$ cat src/rtl/alu_writeback.sv
// ALU result writeback stage: holds ALU beats in order, writes the register file and retires status flags.
// Define ALU_WRITEBACK_SKID_EN for a one-entry skid register with a registered in_ready (capacity 2).
module alu_writeback #(
   parameter int DATA_W = 16,
   parameter int REG_AW = 4
) (
   input  logic              clk,
   input  logic              reset,
   input  logic              in_valid,
   output logic              in_ready,
   input  logic [DATA_W-1:0] agg,
   input  logic              alu_v,
   input  logic              alu_c,
   input  logic              alu_n,
   input  logic              alu_z,
   input  logic              alu_x,
   input  logic              set_vc,
   input  logic              set_flags,
   input  logic              wb_en,
   input  logic [REG_AW-1:0] wb_addr,
   input  logic              flush,
   input  logic              rf_ready,
   output logic              rf_we,
   output logic [REG_AW-1:0] rf_waddr,
   output logic [DATA_W-1:0] rf_wdata,
   output logic              flag_v,
   output logic              flag_c,
   output logic              flag_n,
   output logic              flag_z,
   output logic              flag_x
);

   typedef struct packed {
      logic [DATA_W-1:0] agg;
      logic [REG_AW-1:0] wb_addr;
      logic              wb_en;
      logic              set_flags;
      logic              set_vc;
      logic              alu_v;
      logic              alu_c;
      logic              alu_n;
      logic              alu_z;
      logic              alu_x;
   } beat_t;

   typedef struct packed {
      logic v;
      logic c;
      logic n;
      logic z;
      logic x;
   } flags_t;

   beat_t  in_beat;
   beat_t  head_q, head_d;
   logic   head_valid_q, head_valid_d;
   flags_t flags_q, flags_d;
   logic   head_retire;
   logic   accept;

   assign in_beat = '{agg: agg, wb_addr: wb_addr, wb_en: wb_en, set_flags: set_flags,
                      set_vc: set_vc, alu_v: alu_v, alu_c: alu_c, alu_n: alu_n,
                      alu_z: alu_z, alu_x: alu_x};

   // A head that does not write the register file needs no grant to leave.
   assign head_retire = head_valid_q && (rf_ready || !head_q.wb_en);
   assign accept      = in_valid && in_ready && !flush;

`ifdef ALU_WRITEBACK_SKID_EN
   beat_t skid_q, skid_d;
   logic  skid_valid_q, skid_valid_d;
   logic  in_ready_q, in_ready_d;

   assign in_ready = in_ready_q;

   // in_ready_q mirrors !skid_valid_q, so a retire with a full skid never coincides with an accept.
   always_comb begin
      // NOTE: every next-state signal gets its hold value first so no path leaves it unassigned (no latch).
      head_d       = head_q;
      head_valid_d = head_valid_q;
      skid_d       = skid_q;
      skid_valid_d = skid_valid_q;
      if (flush) begin
         head_valid_d = 1'b0;
         skid_valid_d = 1'b0;
      end else if (head_retire) begin
         if (skid_valid_q) begin
            head_d       = skid_q;
            skid_valid_d = 1'b0;
         end else begin
            head_d       = in_beat;
            head_valid_d = accept;
         end
      end else if (accept) begin
         if (head_valid_q) begin
            skid_d       = in_beat;
            skid_valid_d = 1'b1;
         end else begin
            head_d       = in_beat;
            head_valid_d = 1'b1;
         end
      end
      in_ready_d = !skid_valid_d;
   end

   always_ff @(posedge clk) begin
      if (reset) begin
         skid_valid_q <= 1'b0;
         in_ready_q   <= 1'b1;
      end else begin
         skid_valid_q <= skid_valid_d;
         in_ready_q   <= in_ready_d;
      end
   end

   always_ff @(posedge clk) begin
      skid_q <= skid_d;
   end
`else
   // Combinational from rf_ready so a retiring head is replaced on the same edge.
   assign in_ready = !head_valid_q || head_retire;

   always_comb begin
      // NOTE: every next-state signal gets its hold value first so no path leaves it unassigned (no latch).
      head_d       = head_q;
      head_valid_d = head_valid_q;
      if (flush) begin
         head_valid_d = 1'b0;
      end else if (accept) begin
         head_d       = in_beat;
         head_valid_d = 1'b1;
      end else if (head_retire) begin
         head_valid_d = 1'b0;
      end
   end
`endif

   always_comb begin
      flags_d = flags_q;
      if (head_retire && head_q.set_flags && !flush) begin
         flags_d.n = head_q.alu_n;
         flags_d.z = head_q.alu_z;
         flags_d.x = head_q.alu_x;
         if (head_q.set_vc) begin
            flags_d.v = head_q.alu_v;
            flags_d.c = head_q.alu_c;
         end
      end
   end

   // NOTE: sequential state uses non-blocking assignments so every flop samples pre-edge values.
   always_ff @(posedge clk) begin
      if (reset) begin
         head_valid_q <= 1'b0;
         flags_q      <= '0;
      end else begin
         head_valid_q <= head_valid_d;
         flags_q      <= flags_d;
      end
   end

   // NOTE: beat payload has no reset; it is only observed while its valid bit is set.
   always_ff @(posedge clk) begin
      head_q <= head_d;
   end

   assign rf_we    = head_valid_q && head_q.wb_en;
   assign rf_waddr = head_valid_q ? head_q.wb_addr : '0;
   assign rf_wdata = head_valid_q ? head_q.agg : '0;

   assign flag_v = flags_q.v;
   assign flag_c = flags_q.c;
   assign flag_n = flags_q.n;
   assign flag_z = flags_q.z;
   assign flag_x = flags_q.x;

endmodule

$ cat config.mk
export PLATFORM = sky130hd
export DESIGN_NAME = alu_writeback
export DESIGN_NICKNAME = d
export VERILOG_FILES = /design/src/rtl/alu_writeback.sv
export SDC_FILE = /design/constraint.sdc
export NUM_CORES = 1
export LEC_CHECK = 0
export BUFFER_PORTS_ARGS = -buffer_cell sky130_fd_sc_hd__clkbuf_2
export CELL_PAD_IN_SITES_DETAIL_PLACEMENT = 0
export CELL_PAD_IN_SITES_GLOBAL_PLACEMENT = 1
export CORE_UTILIZATION = 25
export DETAILED_ROUTE_END_ITERATION = 10
export GPL_ROUTABILITY_DRIVEN = 0
export PLACE_DENSITY_LB_ADDON = 0.08
export SLEW_MARGIN = 30
export SYNTH_ARGS = -nofsm -noshare
export SYNTH_HDL_FRONTEND = slang
export SYNTH_SLANG_ARGS = --single-unit
$ cat constraint.sdc
create_clock -name clk -period 5.89 [get_ports clk]
set_input_delay 1.178 -clock clk [delete_from_list [all_inputs] [get_ports clk]]
set_output_delay 1.178 -clock clk [all_outputs]
set_load 0.1 [all_outputs]
==> impl_metrics.json <==
{
  "result_of_the_run": "complete, no violations",
  "period_share": 0.5475,
  "timing.critical_path.cells": "clkbuf_2, and3b_2, inv_1, clkbuf_2",
  "tritoncts": "yes",
  "grt_antenna_before_repair": 0,
  "global_route.usage.total": 0.09839,
  "pwr-share-seq": 0.560,
  "hold_end": "flag_x",
  "total_die_area_sq_um": 5529,
  "crit_path_end_kind": "primary output",
  "pwr-share-comb": 0.121,
  "setup.worst_path.class": "input port to primary output",
  "switching_power_uw": 123.9,
  "synth_compound_gate_area_share": 0,
  "finished_cell_area_sq_um": 1774,
  "post_synth_and_or_nand_nor_area_fraction": 0.2141,
  "synth_top_family_by_area": "simple AND/OR/NAND/NOR gates",
  "setup_repair_after_global_routing_missed_its_margin": "false",
  "final_period_minus_worst_setup_slack_ps": 3224,
  "antenna_left": 0,
  "drt_drc_violations_left": 0,
  "yosys_warnings": 0,
  "cellLeakagePower_nw": 0.7406,
  "dp.final_hpwl_mm": 1.920,
  "timing.critical_path.slowest_cell_delay_ps": 450,
  "yosys-mux-area-fraction": 0.03824,
  "reg2reg_setup_slack_ps": 3830,
  "cts-buffers-inserted": 5,
  "synth.avg_cell_area_sq_um": 15.96,
  "total_via_count_in_the_routed_design": 837,
  "placement.io_buffers": 59,
  "cts-resized-gates": 0,
  "r2r_end": "head_q[8]",
  "first_iter_violations": 30,
  "number_of_cells_on_the_worst_reg_to_reg_path": 3,
  "critical_path.max_fanout": 3,
  "nFillCells": 518,
  "yosysUniqueCellTypes": 16,
  "synthToLayoutAreaGrowth_pct": 35.56,
  "clock_power_share": 0.319,
  "pwr_density_cell_nw_per_um2": 275.7,
  "combined_area_of_all_synthesized_cells_sq_um": 1309,
  "power.internal_uw": 365.2,
  "timing_max_transition_violations_final": 0,
  "whs_path_depth": 2,
  "cap_violations": 0,
  "timing.critical_path.mode_cell": "sky130_fd_sc_hd__clkbuf_2",
  "syn_nets": 115,
  "timing.slew.headroom": 0.5177,
  "worst_ep_arrival_time_ps": 2050,
  "met3_routed_wirelength_microns": 264,
  "via_count_of_the_first_global_routing_pass": 766,
  "yosys.area_share.adder": 0,
  "tns_ps": 0,
  "final_nets": 180,
  "ir_drop_v": 0.0001225,
  "hold_start": "flag_x",
  "numClockSinks": 34,
  "routed_wire_length_per_instance_microns": 11.91,
  "top_level_ports": 60,
  "timing.hold.worst.class": "flop to flop",
  "drt_wl_total_mm": 2.561,
  "xor_xnor_fraction_of_synth_area": 0,
  "setup_viol": 0,
  "fp.dieW_microns": 74.36,
  "antenna-diode-count": 0,
  "ctsHoldBuffers": 0,
  "cts_htree_levels": 2,
  "skew_ps": 2.461,
  "ys_seq_elements": 34,
  "post-cts-setup-buffer-count": 0,
  "clockRootBuffer": "sky130_fd_sc_hd__clkbuf_8",
  "synth_seq_area_share": 0.7342,
  "timing.critical_path.required_ps": 4710,
  "final_layout_size_suffix_gt1_frac": 0.4865,
  "upper_clock_frequency_limit_mhz": 310.1,
  "routed-wl-met2_mm": 1.236,
  "dieHeight_microns": 74.36,
  "design.core.area_sq_um": 4880,
  "synth_cells": 82,
  "placement.cell_area_sq_um": 1694,
  "clk-insertion-delay-late_ps": 280,
  "fp-row-count": 25,
  "ctsLongestPathBuffers": 2,
  "drtPass1Iterations": 4,
  "detail_route.wirelength.met1_mm": 1.007,
  "worst_setup_path_start_kind": "input port",
  "initial_core_util": 0.2682,
  "max_slew.worst_pin.slew_ps": 720.3,
  "grt_max_degree": 24,
  "cpMaxStageDelayCell": "sky130_fd_sc_hd__clkbuf_2",
  "highest-signal-layer": "met4",
  "final_hold_viol_count": 0,
  "grt_pass1_wl_mm": 3.739,
  "vias_per_cell": 3.893,
  "clkTransAtPathRegs_ps": 60,
  "grt_overflow": 0,
  "netSwitchingFraction": 0.2533,
  "reg_to_reg_startpoint": "head_valid_q"
}
[cell families (layout without fill, tap and decap cells)]
logic type    Yosys count  count (layout)
mux                     5               5
simple gates           39              39
flops                  34              34
buf+inv                 4              70
[state kept, by name, indices dropped and copies added, names as in the netlist]
| signal | flops |
|---|---|
| flag_n | 1 |
| head_q | 28 |
| flag_v | 1 |
| flag_c | 1 |
| flag_x | 1 |
| head_valid_q | 1 |
| flag_z | 1 |
[power by group through the flow]
stage | registers, mW | clock network [mW] | logic (mW)
2_1_floorplan | 0.280 | 0 | 0.0402
3_3_place_gp | 0.279 | 0 | 0.0596
3_5_place_dp | 0.279 | 0 | 0.0601
4_1_cts | 0.274 | 0.165 | 0.0602
5_1_grt | 0.275 | 0.175 | 0.0627
6_report | 0.274 | 0.156 | 0.0592
[worst max-delay path: cells and delay by family]
| family | cells | cell delay, ps |
|---|---|---|
| buffers and inverters | 3 | 630 |
| AND/OR/NAND/NOR | 1 | 230 |
[synth_stat cells]
cell	instances	area, sq um
sky130_fd_sc_hd__dfxtp_1	6	120.1
sky130_fd_sc_hd__nor4b_4	1	23.77
sky130_fd_sc_hd__inv_1	1	3.750
sky130_fd_sc_hd__nand2b_1	10	62.56
sky130_fd_sc_hd__buf_2	2	10.01
sky130_fd_sc_hd__and3b_2	1	10.01
sky130_fd_sc_hd__clkbuf_1	1	3.750
sky130_fd_sc_hd__nor2_1	1	3.750
sky130_fd_sc_hd__nor3b_1	1	7.510
sky130_fd_sc_hd__and2_1	21	131.4
sky130_fd_sc_hd__edfxtp_1	28	840.8
sky130_fd_sc_hd__mux2i_1	5	50.05
sky130_fd_sc_hd__nor2b_4	1	13.76
sky130_fd_sc_hd__nand2_2	1	6.260
sky130_fd_sc_hd__nor3_1	1	5.000
sky130_fd_sc_hd__nor3_4	1	16.27
[through the flow]
stage | worst slack [ps] | instances | hold slack [ps] | total power, mW | util
after floorplan | 1948 | 82 | 490.6 | 0.3203 | -
after global placement | 2682 | 207 | 462.9 | 0.3386 | 0.3472
after detailed placement | 2667 | 207 | 466.7 | 0.3395 | 0.3472
after CTS | 2667 | 215 | 481.0 | 0.4988 | 0.3636
final | 2666 | 215 | 475.8 | 0.4891 | 0.3636
after global routing | 2654 | 215 | 500.6 | 0.5126 | 0.3636
[layout make-up]
class,count,area (sq um),area share
well taps,67,83.83,0.04725
clock buffers,5,68.82,0.03879
repair buffers,61,310.3,0.1749
multi-input cells,44,335.3,0.1890
inverters,1,3.754,0.002116
clock inverters,3,11.26,0.006347
flip-flops and latches,34,960.9,0.5416
[worst max path at each step]
stage               cells after the start      from         to
floorplan                               2  rf_ready  head_q[0]
global placement                        4  rf_ready   in_ready
detailed placement                      4  rf_ready   in_ready
CTS                                     4  rf_ready   in_ready
global route                            4  rf_ready   in_ready
finish                                  4  rf_ready   in_ready
[routing by layer]
layer / vias to the layer above / GRT usage
li1: 412 / -
met1: 384 / 0.09888
met2: 36 / 0.1586
met3: 5 / 0.06233
met4: 0 / 0.05031
met5: - / 0
[cells in the final DEF, fill, tap and decap left out, types with 2 or more instances in the layout]
master                     synthesis  layout
sky130_fd_sc_hd__and2_1           21      21
sky130_fd_sc_hd__edfxtp_1         28      28
sky130_fd_sc_hd__clkbuf_8          0       5
sky130_fd_sc_hd__clkinv_1          0       3
sky130_fd_sc_hd__buf_4             0       2
sky130_fd_sc_hd__clkbuf_2          0      59
sky130_fd_sc_hd__mux2i_1           5       5
sky130_fd_sc_hd__dfxtp_1           6       6
sky130_fd_sc_hd__nand2b_1         10      10
No activity file was read; power rests on OpenSTA's default activity.
